File: src/rtl/dmem_arbiter_pkg.sv
// ---------------------------------------------------------------------------
// dmem_arbiter_pkg
// Shared definitions for the two-master data-memory arbiter:
//   arb_state_t  - ownership state (who was granted in the previous cycle)
//   DEF_DATA_W   - default memory word width
//   DEF_ADDR_W   - default byte address width
// ---------------------------------------------------------------------------
package dmem_arbiter_pkg;

   typedef enum logic [1:0] {
      ST_IDLE = 2'd0,
      ST_OWN0 = 2'd1,
      ST_OWN1 = 2'd2
   } arb_state_t;

   localparam int DEF_DATA_W = 16;
   localparam int DEF_ADDR_W = 16;

endpackage : dmem_arbiter_pkg

File: src/rtl/dmem_arb_pick.sv
// ---------------------------------------------------------------------------
// dmem_arb_pick
// Combinational winner selection for the data-memory arbiter.
// Ports:
//   i_req0, i_req1 - requests from m0 / m1
//   i_state        - requester granted in the previous cycle
//   i_hold         - consecutive grants given to the current owner
//   i_rr           - tie winner when idle (0 = m0, 1 = m1)
//   o_gnt0, o_gnt1 - one-hot (or zero) grant
// ---------------------------------------------------------------------------
module dmem_arb_pick
   import dmem_arbiter_pkg::*;
#(
   parameter int HOLD_MAX = 4,
   parameter int HOLD_W   = $clog2(HOLD_MAX + 1)
) (
   input  logic              i_req0,
   input  logic              i_req1,
   input  arb_state_t        i_state,
   input  logic [HOLD_W-1:0] i_hold,
   input  logic              i_rr,
   output logic              o_gnt0,
   output logic              o_gnt1
);

   localparam logic [HOLD_W-1:0] HOLD_LIM = HOLD_W'(HOLD_MAX);

   logic w_hold_done;
   logic w_pick1;

   assign w_hold_done = (i_hold >= HOLD_LIM);

   // Only consulted when both masters request; a lone requester always wins.
   always_comb begin
      w_pick1 = 1'b0;
      case (i_state)
         ST_OWN0: w_pick1 = w_hold_done;
         ST_OWN1: w_pick1 = !w_hold_done;
         default: w_pick1 = i_rr;
      endcase
   end

   always_comb begin
      o_gnt0 = 1'b0;
      o_gnt1 = 1'b0;
      if (i_req0 && i_req1) begin
         o_gnt0 = !w_pick1;
         o_gnt1 = w_pick1;
      end else begin
         o_gnt0 = i_req0;
         o_gnt1 = i_req1;
      end
   end

endmodule : dmem_arb_pick

File: src/rtl/dmem_arbiter.sv
// ---------------------------------------------------------------------------
// dmem_arbiter
// Arbitrates a single-ported data memory between the CPU data port (m0) and
// a loader/debug port (m1). One access per cycle; read data is registered and
// returned to the requester one cycle after its grant.
// Ports:
//   clk, reset (synchronous, active low)
//   m*_req/we/addr/wdata  - master requests
//   m*_gnt                - access performed this cycle (combinational)
//   m*_rvalid/rdata       - registered read return
//   mem_access_addr, mem_write_data, mem_write_en, mem_read - memory request
//   mem_read_data         - combinational memory read data
// Build option: define DMEM_ARB_RR_EN to break idle ties round-robin;
// otherwise idle ties always go to m0.
// ---------------------------------------------------------------------------
module dmem_arbiter
   import dmem_arbiter_pkg::*;
#(
   parameter int DATA_W   = DEF_DATA_W,
   parameter int ADDR_W   = DEF_ADDR_W,
   parameter int HOLD_MAX = 4
) (
   input  logic              clk,
   input  logic              reset,
   input  logic              m0_req,
   input  logic              m1_req,
   input  logic              m0_we,
   input  logic              m1_we,
   input  logic [ADDR_W-1:0] m0_addr,
   input  logic [ADDR_W-1:0] m1_addr,
   input  logic [DATA_W-1:0] m0_wdata,
   input  logic [DATA_W-1:0] m1_wdata,
   output logic              m0_gnt,
   output logic              m1_gnt,
   output logic              m0_rvalid,
   output logic              m1_rvalid,
   output logic [DATA_W-1:0] m0_rdata,
   output logic [DATA_W-1:0] m1_rdata,
   output logic [ADDR_W-1:0] mem_access_addr,
   output logic [DATA_W-1:0] mem_write_data,
   output logic              mem_write_en,
   output logic              mem_read,
   input  logic [DATA_W-1:0] mem_read_data
);

   localparam int HOLD_W = $clog2(HOLD_MAX + 1);
   localparam logic [HOLD_W-1:0] HOLD_LIM = HOLD_W'(HOLD_MAX);

   arb_state_t        r_state;
   arb_state_t        w_state_next;
   logic [HOLD_W-1:0] r_hold;
   logic [HOLD_W-1:0] w_hold_next;
   logic              w_pick0;
   logic              w_pick1;
   logic              w_gnt0;
   logic              w_gnt1;
   logic              w_rr;
   logic              r_m0_rvalid;
   logic              r_m1_rvalid;
   logic [DATA_W-1:0] r_m0_rdata;
   logic [DATA_W-1:0] r_m1_rdata;

   dmem_arb_pick #(
      .HOLD_MAX (HOLD_MAX),
      .HOLD_W   (HOLD_W)
   ) u_pick (
      .i_req0  (m0_req),
      .i_req1  (m1_req),
      .i_state (r_state),
      .i_hold  (r_hold),
      .i_rr    (w_rr),
      .o_gnt0  (w_pick0),
      .o_gnt1  (w_pick1)
   );

   // Grants are blocked while reset is held so no memory strobe escapes.
   assign w_gnt0 = w_pick0 & reset;
   assign w_gnt1 = w_pick1 & reset;
   assign m0_gnt = w_gnt0;
   assign m1_gnt = w_gnt1;

`ifdef DMEM_ARB_RR_EN
   // Points at the requester that wins the next idle tie.
   logic r_rr;
   always_ff @(posedge clk) begin
      if (!reset) begin
         r_rr <= 1'b0;
      end else if (w_gnt0) begin
         r_rr <= 1'b1;
      end else if (w_gnt1) begin
         r_rr <= 1'b0;
      end
   end
   assign w_rr = r_rr;
`else
   assign w_rr = 1'b0;
`endif

   always_comb begin
      mem_access_addr = '0;
      mem_write_data  = '0;
      mem_write_en    = 1'b0;
      mem_read        = 1'b0;
      if (w_gnt0) begin
         mem_access_addr = m0_addr;
         mem_write_data  = m0_wdata;
         mem_write_en    = m0_we;
         mem_read        = !m0_we;
      end else if (w_gnt1) begin
         mem_access_addr = m1_addr;
         mem_write_data  = m1_wdata;
         mem_write_en    = m1_we;
         mem_read        = !m1_we;
      end
   end

   // Next ownership and hold count: a repeat grant to the same owner extends
   // the run (saturating), a new owner restarts at 1, no grant clears it.
   always_comb begin
      w_state_next = ST_IDLE;
      w_hold_next  = '0;
      if (w_gnt0) begin
         w_state_next = ST_OWN0;
         if (r_state == ST_OWN0) begin
            w_hold_next = (r_hold == HOLD_LIM) ? r_hold : r_hold + 1'b1;
         end else begin
            w_hold_next = HOLD_W'(1);
         end
      end else if (w_gnt1) begin
         w_state_next = ST_OWN1;
         if (r_state == ST_OWN1) begin
            w_hold_next = (r_hold == HOLD_LIM) ? r_hold : r_hold + 1'b1;
         end else begin
            w_hold_next = HOLD_W'(1);
         end
      end
   end

   always_ff @(posedge clk) begin
      if (!reset) begin
         r_state     <= ST_IDLE;
         r_hold      <= '0;
         r_m0_rvalid <= 1'b0;
         r_m1_rvalid <= 1'b0;
         r_m0_rdata  <= '0;
         r_m1_rdata  <= '0;
      end else begin
         r_state     <= w_state_next;
         r_hold      <= w_hold_next;
         r_m0_rvalid <= w_gnt0 & !m0_we;
         r_m1_rvalid <= w_gnt1 & !m1_we;
         if (w_gnt0 && !m0_we) begin
            r_m0_rdata <= mem_read_data;
         end
         if (w_gnt1 && !m1_we) begin
            r_m1_rdata <= mem_read_data;
         end
      end
   end

   // A read returning while reset is being asserted is dropped immediately.
   assign m0_rvalid = r_m0_rvalid & reset;
   assign m1_rvalid = r_m1_rvalid & reset;
   assign m0_rdata  = r_m0_rdata;
   assign m1_rdata  = r_m1_rdata;

endmodule : dmem_arbiter

File: config.mk
export PLATFORM = sky130hd
export DESIGN_NAME = dmem_arbiter
export DESIGN_NICKNAME = d
export VERILOG_FILES = /design/src/rtl/dmem_arbiter_pkg.sv /design/src/rtl/dmem_arb_pick.sv /design/src/rtl/dmem_arbiter.sv
export SDC_FILE = /design/constraint.sdc
export NUM_CORES = 1
export LEC_CHECK = 0
export BUFFER_PORTS_ARGS = -buffer_cell sky130_fd_sc_hd__buf_2
export CAP_MARGIN = 20
export CORE_MARGIN = 2
export CORE_UTILIZATION = 30
export CTS_CLUSTER_SIZE = 14
export DETAILED_ROUTE_END_ITERATION = 12
export GPL_TIMING_DRIVEN = 0
export MAX_ROUTING_LAYER = met4
export PLACE_DENSITY = 0.74
export SLEW_MARGIN = 20
export SYNTH_ARGS = -nofsm -noshare
export SYNTH_HDL_FRONTEND = slang
export SYNTH_SLANG_ARGS = --single-unit
File: constraint.sdc
create_clock -name clk -period 1.74 [get_ports clk]
set_clock_uncertainty 0.15 [all_clocks]
set_input_delay 0.174 -clock clk [delete_from_list [all_inputs] [get_ports clk]]
set_output_delay 0.174 -clock clk [all_outputs]
set_load 0.005 [all_outputs]
==> metrics.yaml <==
status: "finished with violations"
violations: "setup timing"
wl_met2_microns: 3310
path_delay_family: "compound AO/OA/AOI/OAI gates"
syn_to_final_growth_pct: 65.5
htree_levels: 2
firstDrtPassIters: 4
vias: 2274
clk_pin_slew_ps: 80
yosysSeqAreaShare_pct: 38.7
path_buf_inv: 3
maxSlewViolCount: 0
io-pin-count: 156
synth_nets: 300
ir_drop_mv: 0.570
port_buffers: 154
post-place-ws_ps: -179
critPathArrivalTime_ps: 1780
critical_path_class: "reg2out"
critical-path-max-stage-delay_ps: 360
end_kind: "output pin"
diodes: 0
clockRootBuffer: "clkbuf_8"
rsz0062_at_grt: "true"
start_util_pct: 31.4
stdcell_area_sq_mm: 0.00334
drt_iter0_markers: 76
dp_cells: 443
routed_wl_microns: 6480
fin_nets: 488
synthCells: 212
die_h_microns: 86.0
worst_pin_slew_ps: 513
maxCapViolCount: 0
synth_seq_cells: 39
cp_slowest_cell: "dfxtp_4"
cts_buffer_depth: 2
grt_pass1_wl_microns: 9780
overflow: 0
finalCritPeriodShare_pct: 121
vias_per_cell: 4.76
numCtsBuffers: 5
period_minus_slack_ps: 2110
nFillCells: 602
wire_per_inst_microns: 13.5
rows: 29
final-setup-viol-count: 37
postPlaceCellArea_sq_mm: 0.00288
top_layer: "met4"
syn_avg_cell_area_sq_um: 9.51
synth_area_sq_mm: 0.00202
path_common_cell: "buf_6"
cp_max_fo: 6
fin_util_pct: 52.0
met1_length_microns: 2560
die_x_microns: 86.0
synth_top_area_share_pct: 38.7
cts.sinks: 39
max_slew_margin_pct: 65.8
setup_tns_ps: -11840
yosys_warnings: 0
final_antenna_net_count: 0
grt_max_degree: 19
hold_slack_ps: 4.65
drc: 0
tritoncts: "built"
dr_wl_met3_microns: 557
cp.required_ps: 1420
die_area_sq_mm: 0.00739
synth.distinct_cells: 34
fin_ws_ps: -369
antenna_found_initial: 0
coreArea_sq_mm: 0.00642
startpoint_type: "flip-flop"
worstPathCellList: "and3b_2 > o311a_1 > buf_6 > buf_6 > a22o_1 > buf_2"
finalPower_mw: 2.20
fmax_mhz: 474
instances_no_fill: 478
grt.total_usage_pct: 16.9
p_leak_nw: 1.93
yosysTopAreaCell: "dfxtp_1"
finalHoldViolations: 0
powerDensity_mw_per_mm2: 659
hp-class: "in2reg"
grt_pass1_vias: 2172
synth_area_leaders: "dfxtp_1 (39%), mux2i_1 (16%), a22o_1 (14%), nand2_1 (9.5%), buf_6 (5.0%)"
place_congestion: 0.778
clk_latency_ps: 290
final_layout_size_suffix_gt1_share_pct: 50.1
hpwl_microns: 4720
[layout make-up]
cell class | instances | area [sq um] | share of cell area, %
sequential | 39 | 792 | 23.7
multi-input combinational | 148 | 1080 | 32.5
tap | 77 | 96.3 | 2.89
inverter | 5 | 18.8 | 0.562
clock buffer | 6 | 82.6 | 2.47
timing repair buffer | 184 | 1080 | 32.3
buffer | 17 | 146 | 4.39
clock inverter | 2 | 38.8 | 1.16
[Yosys cell counts (all sizes together)]
cell type   n
a21boi      1
or2b        1
o21ai       1
a21oi       3
and4        2
nor4bb      1
nand4b      1
a21o        1
and3b       4
o31ai       1
nand4bb     1
nor3        1
nand3       1
o311a       2
mux2i      32
o211ai      1
a22o       33
buf        13
inv         5
nand3b      1
and2        2
o31a        1
nand2      51
nor3b       2
ha          2
a31o        1
nor2b       1
dfxtp      39
clkbuf      7
[where the power goes]
group	internal [mW]	switching (mW)	total (mW)
Sequential	0.919	0.0168	0.936
Clock	0.472	0.330	0.802
Combinational	0.269	0.193	0.462
Total	1.66	0.540	2.20
[state kept, by name, indices dropped and copies added, names as in the netlist]
name	cells
m0_rdata	16
m1_rdata	16
r_hold	3
r_m0_rvalid	1
r_m1_rvalid	1
r_state	2
[path summary, 6_finish.rpt]
kind                                      endpoint  slack (ps)              start  depth (start not counted)
worst min register to register        m1_rdata[13]         310       m1_rdata[13]                          2
worst min-delay path                  m1_rdata[14]           5  mem_read_data[14]                          3
worst max-delay path            mem_access_addr[9]        -370         r_state[1]                          6
worst max register to register        m1_rdata[15]         -10         r_state[1]                          7
[cells in the final DEF, fill, tap and decap left out, types with 2 or more instances in the layout]
cell type	instances
a21oi_1	3
a22o_1	33
and2_1	2
and3b_1	3
buf_12	2
buf_2	153
buf_4	10
buf_6	15
clkbuf_1	5
clkbuf_2	2
clkbuf_8	6
dfxtp_1	36
dfxtp_4	3
dlygate4sd3_1	13
ha_1	2
inv_1	4
mux2i_1	32
nand2_1	51
o311a_1	2
[metal layers]
metal	up-vias	GRT usage, %
li1	1129	-
met3	6	4.04
met5	-	-
met2	105	32.3
met4	0	4.18
met1	1034	17.1
[what timing repair did]
item	4_1_cts	5_1_grt
gates cloned	2	0
gates resized for setup	17	13
setup endpoints to repair	44	54
hold buffers	13	0
pin swaps	8	7
buffers inserted	9	7
endpoints found under the hold margin	23	0
[logic make-up after synthesis]
| group | count (synthesis) | share of synthesized area, % |
|---|---|---|
| AOI/OAI and AO/OA | 45 | 18.7 |
| DFF | 39 | 38.7 |
| muxes | 32 | 15.9 |
| adders and majority gates | 2 | 1.24 |
| buffers and inverters | 25 | 8.69 |
| and+or+nand+nor | 69 | 16.8 |
[worst register-to-register path, stage by stage (launching register included)]
cell and delay [ps]:
dfxtp_4 360, and3b_2 220, buf_4 140, o31ai_2 210, buf_4 170, buf_4 110
buf_8 130, mux2i_1 200
Note: power is estimated with default switching activity, not from simulation.
